<file path="config.mk">
export PLATFORM = sky130hd
export DESIGN_NAME = mul_booth_datapath_flat
export DESIGN_NICKNAME = d
export VERILOG_FILES = /design/src/rtl/mul_booth_datapath_if.sv /design/src/rtl/mul_booth_datapath.sv /design/src/flat_wrapper.sv
export SDC_FILE = /design/constraint.sdc
export NUM_CORES = 1
export LEC_CHECK = 0
export BUFFER_PORTS_ARGS = -buffer_cell sky130_fd_sc_hd__buf_2
export CORE_MARGIN = 2
export CORE_UTILIZATION = 45
export DETAILED_ROUTE_END_ITERATION = 6
export GPL_TIMING_DRIVEN = 0
export PLACE_DENSITY = 0.73
export SLEW_MARGIN = 15
export SYNTH_ARGS = -nofsm -noshare
export SYNTH_HDL_FRONTEND = slang
export SYNTH_SLANG_ARGS = --single-unit
</file>
<file path="constraint.sdc">
create_clock -name clk -period 3.45 [get_ports clk]
set_clock_uncertainty 0.05 [all_clocks]
set_input_delay 0.1725 -clock clk [delete_from_list [all_inputs] [get_ports clk]]
set_output_delay 0.1725 -clock clk [all_outputs]
set_load 0.02 [all_outputs]
</file>
<file path="src/rtl/mul_booth_datapath_if.sv">
// Operand, control and product bundle between the multiplier FSM side and
// the Booth datapath.
interface mul_booth_datapath_if;
  logic        state;
  logic        op_start;
  logic        op_clear;
  logic [31:0] multiplicand;
  logic [31:0] multiplier;
  logic [31:0] count;
  logic [63:0] result;

  modport master (
    output state, op_start, op_clear, multiplicand, multiplier,
    input  count, result
  );

  modport slave (
    input  state, op_start, op_clear, multiplicand, multiplier,
    output count, result
  );
endinterface

</file>
<file path="src/rtl/mul_booth_datapath.sv">
// Sequential 32x32->64 multiplier datapath, one step per clock in EXEC.
// MUL_SIGNED_EN selects radix-2 Booth (signed); otherwise unsigned shift-add.
module mul_booth_datapath (
  input  logic                 clk,
  input  logic                 reset_n,
  mul_booth_datapath_if.slave  bus
);

  typedef enum logic {
    IDLE = 1'b0,
    EXEC = 1'b1
  } state_e;

  state_e      cur_state;
  logic [31:0] m_reg;
  logic [63:0] result_q;
  logic [31:0] count_q;
  logic [31:0] a_half;
  logic [32:0] sum;
`ifdef MUL_SIGNED_EN
  logic        q_m1;
`endif

  assign cur_state  = state_e'(bus.state);
  assign a_half     = result_q[63:32];
  assign bus.count  = count_q;
  assign bus.result = result_q;

  always_comb begin
    sum = {1'b0, a_half};
`ifdef MUL_SIGNED_EN
    case ({result_q[0], q_m1})
      2'b01:   sum = {a_half[31], a_half} + {m_reg[31], m_reg};
      2'b10:   sum = {a_half[31], a_half} - {m_reg[31], m_reg};
      default: sum = {a_half[31], a_half};
    endcase
`else
    if (result_q[0]) sum = {1'b0, a_half} + {1'b0, m_reg};
`endif
  end

  // The 33-bit sum already carries the correct top bit, so {sum, Q[31:1]}
  // is the arithmetic (signed) or logical (unsigned) shift in both builds.
  always_ff @(posedge clk or negedge reset_n) begin
    if (!reset_n) begin
      count_q  <= '0;
      result_q <= '0;
      m_reg    <= '0;
`ifdef MUL_SIGNED_EN
      q_m1     <= 1'b0;
`endif
    end else if (bus.op_clear) begin
      count_q  <= '0;
      result_q <= '0;
      m_reg    <= '0;
`ifdef MUL_SIGNED_EN
      q_m1     <= 1'b0;
`endif
    end else if (cur_state == IDLE && bus.op_start) begin
      m_reg    <= bus.multiplicand;
      result_q <= {32'h0, bus.multiplier};
      count_q  <= '0;
`ifdef MUL_SIGNED_EN
      q_m1     <= 1'b0;
`endif
    end else if (cur_state == EXEC && !count_q[31]) begin
      result_q <= {sum, result_q[31:1]};
      count_q  <= {count_q[30:0], 1'b1};
`ifdef MUL_SIGNED_EN
      q_m1     <= result_q[0];
`endif
    end
  end

endmodule

</file>
<file path="src/flat_wrapper.sv">
// flat-port wrapper written by rule: the top's interface ports become plain ports
module mul_booth_datapath_flat 
  (clk, reset_n, bus_state, bus_op_start, bus_op_clear, bus_multiplicand, bus_multiplier, bus_count, bus_result);
  mul_booth_datapath_if bus_i ();
  input  logic clk;
  input  logic reset_n;
  input wire logic [$bits(bus_i.state)-1:0] bus_state;
  input wire logic [$bits(bus_i.op_start)-1:0] bus_op_start;
  input wire logic [$bits(bus_i.op_clear)-1:0] bus_op_clear;
  input wire logic [$bits(bus_i.multiplicand)-1:0] bus_multiplicand;
  input wire logic [$bits(bus_i.multiplier)-1:0] bus_multiplier;
  output wire logic [$bits(bus_i.count)-1:0] bus_count;
  output wire logic [$bits(bus_i.result)-1:0] bus_result;
  assign bus_i.state = bus_state;
  assign bus_i.op_start = bus_op_start;
  assign bus_i.op_clear = bus_op_clear;
  assign bus_i.multiplicand = bus_multiplicand;
  assign bus_i.multiplier = bus_multiplier;
  assign bus_count = bus_i.count;
  assign bus_result = bus_i.result;
  mul_booth_datapath u_core (.clk(clk), .reset_n(reset_n), .bus(bus_i));
endmodule
</file>
==> results.txt <==
----------------------------------------------------
[Global routing]
  Overall routing resource usage ... 23.8%
  Residual overflow from global routing ... 0
  Initial antenna violation count ... 0
  Vias in the first global route ... 6051
  Wire length of the first global-routing pass ... 30.7 mm
  Largest net degree at the start of global routing ... 72

[Drt]
  Total length of routed wires ... 18.8 mm
  Antenna Violating Nets Remaining ... 0
  Number of detailed-route iterations in the first pass ... 4
  Average vias per placed instance ... 5.47
  DRC violations left ... 0
  Initial DRC Count ... 360
  Vias post-DR ... 6210
  Wirelength per Cell ... 16.5 um

[Die]
  Height of the die ... 128 um
  Initial core utilization ... 45.7%
  Number of cell rows ... 45
  I/O pin total ... 165
  Core Region ... 15100 um2
  Die width ... 128 um
  Die outline area ... 16300 um2

[Place]
  Last weighted congestion value of the routability-driven placer ... 0.897
  Total placed cells including tap cells ... 1069
  Detailed-placement wirelength estimate ... 13.2 mm
  Buffers on Ports ... 163
  Placement Setup Slack ... 403 ps
  Placed cell areas ... 7990 um2

[Min path]
  Worst min-delay path startpoint ... bus_multiplier[25]
  Hold crit path type ... primary input to register

[Yosys]
  Flop and latch count out of synthesis ... 128
  Area share of and/or/nand/nor cells after synthesis ... 11.2%
  Cells taking the most area after synthesis ... sky130_fd_sc_hd__dfrtp_1 (46%), sky130_fd_sc_hd__nand2_1 (7.4%), sky130_fd_sc_hd__mux2i_1 (5.9%)
  Fraction of synthesized area in multiplexers ... 5.95%
  Syn_area_per_cell ... 9.63 um2
  Distinct cell type count after synthesis ... 48
  Largest family of logic cells by synthesized area ... compound AO/OA/AOI/OAI gates
  Ys async rst share ... 100%
  Cell taking the most area after synthesis ... sky130_fd_sc_hd__dfrtp_1
  Number of enable-type register cells in the synthesized netlist ... 0
  Most common cell in the netlist ... sky130_fd_sc_hd__nand2_1
  Sequential cell area fraction in the yosys report ... 46.4%
  Compound-cell area share of the yosys netlist ... 23.5%
  Number of warnings printed during yosys synthesis ... 0
  Post-synth top area share ... 46.4%
  Synth Net Count ... 819
  Leading cell types by count after synthesis ... sky130_fd_sc_hd__nand2_1 (136), sky130_fd_sc_hd__dfrtp_1 (128), sky130_fd_sc_hd__a21oi_1 (70)
  Area share of xor/xnor cells in the synthesized design ... 3.81%
  Prevailing post-synth register cell ... sky130_fd_sc_hd__dfrtp_1
  Gate count of the mapped netlist ... 717
  Share of synthesized cell area in full adder, half adder and majority cells ... 6.09%
  Netlist area before placement ... 6900 um2

[Worst setup path]
  Crit path required time ... 3690 ps
  Largest fanout on the critical path ... 4
  Critical path launch point ... u_core.bus.result[32]
  Critical path endpoint category ... register
  Launch point of the worst reg-to-reg path ... u_core.bus.result[32]
  Sequence of cells on the critical path ... ha_1 > fa_1 > a21oi_1 > o21ai_1 > o21ai_1 > o211ai_2 > a2111oi_2 > o31ai_1 > o22ai_1 > xor2_1 > o21ai_1
  Critical path's largest stage delay ... 470 ps
  Critical setup path kind ... register to register
  WP data arrival ... 3330 ps
  CP Launch Type ... register
  Most numerous cell on the critical path ... sky130_fd_sc_hd__o21ai_1
  Slowest cell on the critical path ... sky130_fd_sc_hd__a2111oi_2

[Clock network]
  CTS tree ... built
  Clock latency at the later pin of the worst-skew pair ... 420 ps
  Post-CTS Repair Setup Buffers ... 0
  CTS Root Buffer Type ... sky130_fd_sc_hd__clkbuf_16
  H-tree Lvls ... 4
  Post-CTS clock slew at the launch and capture registers of the worst setup and hold paths ... 60 ps
  Maximum buffer depth of the clock tree ... 2
  # resized after CTS ... 0
  Num Clock Sinks ... 128
  Total clock buffers created by CTS ... 17
  Hold_buf cts ... 35

[Layout]
  Share of cells above drive strength 1 ... 22.4%
  Post-Layout Inst Area ... 8990 um2
  Layout Nets ... 1037
  Max FFs per register ... 64
  Final antenna diode count ... 0
  Filler-free cell count of the finished design ... 1136
  Layout Area Growth over Synthesis ... 30.3%

[STA]
  Unrepaired setup endpoints after global routing ... false
  Shortest period the worst path allows ... 3090 ps
  Period utilization ... 89.7%
  Final-layout setup total negative slack ... 0 ps
  Setup violations, final ... 0
  Top achievable clock speed ... 323 MHz
  Max-Slew Margin vs Limit ... 48.4%
  Number of hold violations in the final report ... 0
  Slew Limit Fails ... 0
  Transition time at the pin with the least slew margin ... 775 ps
  Setup ws final ... 356 ps

[Power and ir drop]
  Maximum VDD drop ... 344 uV
  P per Cell Area ... 442 nW/um2
  Switching part of the total power ... 24.4%
  Internal power summed over all cells ... 3.00 mW
  Portion of total power attributed to sequential cells ... 39.8%
  Static leakage power ... 4.43 nW
  Psw ... 969 uW
  Proportion of power drawn by the clock network ... 50.0%
  Logic pwr share ... 10.2%

[Flow run]
  Max-cap viol count ... 0

[Run status]
  Status ... completed

----------------------------------------------------
-- worst max-delay path, delay by kind of cell, from the launching register on --
family | cells | cell delay (ps)
AO/OA/AOI/OAI | 8 | 1690
XOR/XNOR | 1 | 170
flip-flops | 1 | 410
adder cells (fa/ha/maj) | 2 | 640
-- cell usage in the layout, fill, tap and decap left out, types with 4 or more instances in the layout --
master,Yosys,layout
sky130_fd_sc_hd__nor2b_1,4,4
sky130_fd_sc_hd__nand2b_1,5,5
sky130_fd_sc_hd__a22o_1,30,30
sky130_fd_sc_hd__ha_1,32,32
sky130_fd_sc_hd__nor2_1,19,19
sky130_fd_sc_hd__a21oi_1,70,70
sky130_fd_sc_hd__nand2_1,136,136
sky130_fd_sc_hd__mux2i_1,41,41
sky130_fd_sc_hd__clkbuf_1,42,43
sky130_fd_sc_hd__o21a_1,4,4
sky130_fd_sc_hd__dlygate4sd3_1,0,35
sky130_fd_sc_hd__xor2_1,11,11
sky130_fd_sc_hd__o31ai_1,34,34
sky130_fd_sc_hd__o21ai_1,11,11
sky130_fd_sc_hd__buf_1,7,7
sky130_fd_sc_hd__a22oi_1,21,21
sky130_fd_sc_hd__o21ai_0,42,42
sky130_fd_sc_hd__buf_2,2,164
sky130_fd_sc_hd__dfrtp_1,128,128
sky130_fd_sc_hd__nand3_1,4,4
sky130_fd_sc_hd__a21o_1,15,15
sky130_fd_sc_hd__inv_1,4,4
sky130_fd_sc_hd__bufinv_16,0,5
sky130_fd_sc_hd__clkbuf_16,0,17
sky130_fd_sc_hd__xnor2_1,19,19
-- final timing paths --
| path | slack, ps | cells after the start | endpoint |
|---|---|---|---|
| max | 360 | 11 | u_core.bus.result[61] |
| min | 30 | 3 | u_core.bus.result[25] |
| max reg2reg | 360 | 11 | u_core.bus.result[61] |
| min reg2reg | 450 | 2 | u_core.bus.result[9] |
| max in group asynchronous | 2370 | 3 | u_core.m_reg[6] |
| min in group asynchronous | 240 | 2 | u_core.bus.count[18] |
-- cell type report --
class / count / area, um2
clock inverter: 13 / 209
buffer: 51 / 194
fill: 1326 / 6090
inverter: 4 / 15.0
sequential: 128 / 3200
tap: 188 / 235
clock buffer: 19 / 443
timing repair buffer: 199 / 1200
multi-input combinational: 534 / 3500
-- power by group through the flow --
stage                     Combinational (mW)  Sequential [mW]  Clock, mW
after detailed placement               0.377             1.61          0
after global routing                   0.450             1.59       2.08
final                                  0.405             1.58       1.99
after global placement                 0.367             1.61          0
after CTS                              0.408             1.58       2.01
after floorplan                        0.182             1.63          0
-- kinds of logic (layout without fill, tap and decap cells) --
| group | count (synthesis) | count (layout) |
|---|---|---|
| xor+xnor | 30 | 30 |
| fa+ha+maj | 33 | 33 |
| buf+inv | 55 | 286 |
| simple gates | 184 | 184 |
| flops | 128 | 128 |
| compound gates | 246 | 246 |
| mux | 41 | 41 |
-- through the flow --
| step | power [mW] | hold WS, ps | utilization [%] |
|---|---|---|---|
| global placement | 1.97 | 358 | 52.7 |
| CTS | 4.00 | 19.8 | 59.6 |
| global route | 4.12 | 28.3 | 59.6 |
| detailed placement | 1.98 | 126 | 53.0 |
| finish | 3.97 | 27.7 | 59.6 |
| floorplan | 1.82 | -173 | - |
-- per-layer routing --
metal	up-vias	global-route usage (%)	wire [um]
met4	0	7.05	260
met3	21	4.55	1060
li1	3029	-	-
met5	-	0	0
met1	2975	31.8	8590
met2	185	39.5	8850
Note: power is estimated with default switching activity, not from simulation.
